$ cat config.mk
export PLATFORM = sky130hd
export DESIGN_NAME = pipe_stage_skid
export DESIGN_NICKNAME = d
export VERILOG_FILES = /design/src/rtl/core_pipe_pkg.sv /design/src/rtl/dff_en_w.sv /design/src/rtl/pipe_stage_skid.sv
export SDC_FILE = /design/constraint.sdc
export NUM_CORES = 1
export LEC_CHECK = 0
export BUFFER_PORTS_ARGS = -buffer_cell sky130_fd_sc_hd__buf_4
export CAP_MARGIN = 20
export CORE_MARGIN = 1
export CORE_UTILIZATION = 48
export DETAILED_ROUTE_END_ITERATION = 8
export PLACE_DENSITY = 0.87
export SLEW_MARGIN = 20
export SYNTH_ARGS = -nofsm -noshare
export SYNTH_HDL_FRONTEND = slang
export SYNTH_SLANG_ARGS = --single-unit
$ cat constraint.sdc
create_clock -name clk -period 2.1 [get_ports clk]
set_clock_uncertainty 0.2 [all_clocks]
set_input_delay 0.42 -clock clk [delete_from_list [all_inputs] [get_ports clk]]
set_output_delay 0.42 -clock clk [all_outputs]
set_load 0.1 [all_outputs]
$ cat src/rtl/core_pipe_pkg.sv
// core_pipe_pkg: shared occupancy type and state encoding for pipeline stages
package core_pipe_pkg;
  typedef logic [1:0] pipe_occ_t;
  localparam pipe_occ_t OCC_EMPTY = 2'd0;
  localparam pipe_occ_t OCC_HALF = 2'd1;
  localparam pipe_occ_t OCC_FULL = 2'd2;
  // State codes equal the occupancy count so occupancy is a plain cast
  typedef enum logic [1:0] {
    ST_EMPTY = OCC_EMPTY,
    ST_HALF = OCC_HALF,
    ST_FULL = OCC_FULL
  } pipe_state_t;
endpackage

$ cat src/rtl/dff_en_w.sv
// dff_en_w: WIDTH-bit flop with synchronous reset to RESET_DATA and load enable
module dff_en_w #(
  parameter int WIDTH = 32,
  parameter logic [WIDTH-1:0] RESET_DATA = '0
) (
  input logic clk,
  input logic reset,
  input logic en,
  input logic [WIDTH-1:0] d_i,
  output logic [WIDTH-1:0] q_o
);
  logic [WIDTH-1:0] q_q;
  always_ff @(posedge clk) q_q <= reset ? RESET_DATA : en ? d_i : q_q;
  assign q_o = q_q;
endmodule

$ cat src/rtl/pipe_stage_skid.sv
// pipe_stage_skid: registered valid/ready pipeline stage with a one-entry skid buffer and flush
module pipe_stage_skid
  import core_pipe_pkg::*;
#(
  parameter int WIDTH = 32,
  parameter logic [WIDTH-1:0] RESET_DATA = '0,
  parameter bit CLEAR_ON_FLUSH = 1'b1
) (
  input logic clk,
  input logic reset,
  input logic flush,
  input logic in_valid,
  input logic [WIDTH-1:0] in_data,
  output logic in_ready,
  output logic out_valid,
  output logic [WIDTH-1:0] out_data,
  input logic out_ready,
  output pipe_occ_t occupancy
);
  pipe_state_t st_q, st_d;
  logic accept, emit, main_en, skid_en, main_from_skid, data_clr;
  logic [WIDTH-1:0] main_q, skid_q, main_d;
  // Both handshake outputs decode only the state register, so no out_ready -> in_ready path exists
  assign out_valid = st_q != ST_EMPTY;
  assign in_ready = st_q != ST_FULL;
  assign out_data = main_q;
  assign occupancy = pipe_occ_t'(st_q);
  assign accept = in_valid & in_ready;
  assign emit = out_valid & out_ready;
  assign data_clr = reset | (flush & CLEAR_ON_FLUSH);
  assign main_d = main_from_skid ? skid_q : in_data;
  always_ff @(posedge clk) st_q <= reset ? ST_EMPTY : st_d;
  always_comb begin
    st_d = st_q;
    main_en = 1'b0;
    skid_en = 1'b0;
    main_from_skid = 1'b0;
    case (st_q)
      ST_EMPTY: begin
        st_d = accept ? ST_HALF : ST_EMPTY;
        main_en = accept;
      end
      ST_HALF: begin
        st_d = accept ? (emit ? ST_HALF : ST_FULL) : (emit ? ST_EMPTY : ST_HALF);
        main_en = accept & emit;
        skid_en = accept & !emit;
      end
      ST_FULL: begin
        st_d = emit ? ST_HALF : ST_FULL;
        main_en = emit;
        main_from_skid = emit;
      end
      default: st_d = ST_EMPTY;
    endcase
    // Squash: beats accepted this cycle are discarded and nothing new is loaded
    if (flush) begin
      st_d = ST_EMPTY;
      main_en = 1'b0;
      skid_en = 1'b0;
    end
  end
  dff_en_w #(.WIDTH(WIDTH), .RESET_DATA(RESET_DATA)) u_main (
    .clk(clk), .reset(data_clr), .en(main_en), .d_i(main_d), .q_o(main_q)
  );
  dff_en_w #(.WIDTH(WIDTH), .RESET_DATA(RESET_DATA)) u_skid (
    .clk(clk), .reset(data_clr), .en(skid_en), .d_i(in_data), .q_o(skid_q)
  );
endmodule

==> out/qor.yml <==
die:
  die_h_um: 81.0
  die_x_um: 81.0
  io_pins: 73
  core_area_mm2: 0.00599
  die_area_mm2: 0.00657
  row_count: 28
  initial_utilization: 0.501
route:
  route.detailed.drc: 0
  antenna_left: 0
  avgRoutedWirePerCell_um: 16.0
  vias: 2570
  wl_um: 7310
  first_pass_iters: 4
  first_iter_violations: 120
  routed_via_density: 5.61
grt:
  antenna_found_initial: 0
  grt_pass1_vias: 2548
  grt_pass1_wl_um: 12000
  grt_overflow: 0
  grtUsageTotal: 0.244
  grt_max_degree: 67
synth:
  netlist_top_cells_area: "dfxtp_1 (44%), a211oi_2 (13%), mux2i_1 (11%), a211oi_1 (8.5%), nand2_1 (8.0%)"
  yosysWarnings: 0
  syn_nets: 348
  synth_area_mm2: 0.00300
  avgSynthCellArea_um2: 9.71
  synth_top_area_cell: "dfxtp_1"
  synth-seq-cells: 66
  seq_area_frac_synth: 0.441
  yosys.area.top_type_share: 0.441
  syn_inst: 309
  synth_cell_types: 22
hold_path:
  hp-start: "in_data[23]"
  hold_path_depth: 3
  hold_end: "u_skid.q_o[23]"
  min_path_type: "in -> reg"
timing:
  fin_crit_ps: 2010
  rsz0062_at_grt: "false"
  slew_headroom: 0.749
  max_freq_ghz: 0.499
  finalSetupViolCount: 0
  hold_viol: 0
  fin_ws_ps: 94.7
  finalMaxSlewViolations: 0
  fin_hold_ws_ps: 124
  worstMarginPinSlew_ps: 376
  min_period_over_period: 0.955
worst_setup_path:
  critPathMaxFanout: 10
  worstPathArrival_ps: 2020
  critical_path.max_stage_delay_ps: 370
  critical-path-top-delay-family: "simple AND/OR/NAND/NOR gates"
  worstPathRequired_ps: 2120
  r2r_cells: 7
  cp_common_cell: "a211oi_1"
  cp_slowest_cell: "dfxtp_4"
  rr_startpoint: "occupancy[0]"
  r2r_end: "u_main.q_o[11]"
  cp-start-kind: "flop"
  critical_path_buf_inv_count: 1
  rrSetupSlack_ps: 90
  crit_path_cell_trace: "or2_4 > and2_4 > ha_4 > and3b_2 > buf_4 > a211oi_1 > a211oi_1"
  critical_path_class: "reg -> reg"
  end_kind: "flop"
cts:
  clock_path_buffers: 2
  clockRootBuffer: "clkbuf_8"
  cts_hold_buf: 0
  tritoncts: "yes"
  insertion_delay_ps: 340
  cts_htree_levels: 3
  cts_made_buffers: 9
  cts.sinks: 66
  path_clk_slew_ps: 80
place:
  io_buffers: 72
  dp_hpwl_um: 4910
  gp_congestion: 0.772
  pre_cts_ws_ps: 6.67
finish:
  fin_util: 0.680
  drive_gt1_frac: 0.470
  nets: 417
  area_growth_pct: 35.8
  num_antenna_cells: 0
job:
  max_cap_viol_count: 0
power_and_ir_drop:
  p_leak_uw: 0.00173
  ir_drop_uv: 543
  power_density_mw_per_mm2: 778
status:
  status: "finished clean"
-- timing repair --
item | 4_1_cts | 5_1_grt
pin swaps | 0 | 1
resized for setup | 0 | 4
cloned | 1 | 0
setup buffers | 0 | 2
setup endpoints to repair | 2 | 52
hold endpoints to repair | 0 | 0
-- stage by stage --
| stage | TNS [ps] | area (um^2) | cells | power [uW] |
|---|---|---|---|---|
| 4_1_cts | 0 | 4040 | 456 | 3200 |
| 3_3_place_gp | 0 | 3800 | 439 | 1940 |
| 6_report | 0 | 4070 | 458 | 3170 |
| 2_1_floorplan | -13310 | 3200 | 309 | 1800 |
| 3_5_place_dp | 0 | 3800 | 439 | 1950 |
| 5_1_grt | 0 | 4070 | 458 | 3280 |
-- routing by layer --
metal | wire (um) | global-route usage | vias to the layer above
li1 | - | - | 1249
met1 | 3160 | 0.294 | 1237
met2 | 3600 | 0.403 | 74
met3 | 449 | 0.0640 | 10
met4 | 93 | 0.116 | 0
met5 | 0 | 0 | -
-- kinds of logic (layout without fill, tap and decap cells) --
family	after synthesis	count (layout)	share of synthesized area
compound gates	99	100	0.273
fa+ha+maj	2	2	0.00834
buf+inv	33	106	0.0597
flops	66	66	0.441
mux	33	33	0.112
simple gates	76	76	0.107
-- how the worst max path moves through the flow --
stage,startpoint,end,cells after the start
after detailed placement,occupancy[1],u_main.q_o[10],6
after global placement,occupancy[1],u_main.q_o[10],6
after CTS,occupancy[1],u_main.q_o[1],6
after floorplan,occupancy[1],u_main.q_o[0],8
after global routing,occupancy[0],u_main.q_o[11],7
final,occupancy[0],u_main.q_o[11],7
-- layout by cell type (no fill, tap or decap), drive strengths merged --
| master | count |
|---|---|
| clkinv | 4 |
| nor2 | 2 |
| bufinv | 2 |
| a21o | 2 |
| clkbuf | 10 |
| buf | 88 |
| mux2i | 32 |
| nor3b | 1 |
| or2 | 2 |
| and3b | 2 |
| inv | 2 |
| or2b | 1 |
| a211oi | 64 |
| dfxtp | 66 |
| nand2 | 64 |
| mux2 | 1 |
| a21oi | 33 |
| ha | 2 |
| nand3b | 2 |
| o21a | 1 |
| and2 | 2 |
-- sequential cells by signal, summed over array words and instances, names as in the netlist --
name / flops
occupancy: 2
u_main.q_o: 32
u_skid.q_o: 32
-- synthesized netlist by cell type (all sizes together) --
cell type and n:
a211oi 64, a21o 1, a21oi 33, and2 2, and3b 2, buf 18, clkbuf 13, dfxtp 66
ha 2, inv 2, mux2 1, mux2i 32, nand2 64, nand3b 2, nor2 2, nor3b 1
o21a 1, or2 2, or2b 1
-- layout make-up --
cell class	instances	area, um^2
Fill cell	453	1920
Inverter	2	7.51
Timing Repair Buffer	88	706
Sequential cell	66	1330
Multi-Input combinational cell	211	1700
Tap cell	75	93.8
Clock buffer	10	149
Clock inverter	6	87.6
-- worst min-delay path: cells and delay by family --
kind / cells / cell delay [ps]
AOI/OAI and AO/OA: 1 / 50
buffers and inverters: 1 / 110
and+or+nand+nor: 1 / 50
-- where the power goes --
part	switching [uW]	leakage [uW]	internal (uW)
Sequential	28.7	0.000538	1290
Combinational	414	0.00107	200
Clock	499	0.000121	740
Total	942	0.00173	2220
Note: power is estimated with default switching activity, not from simulation.
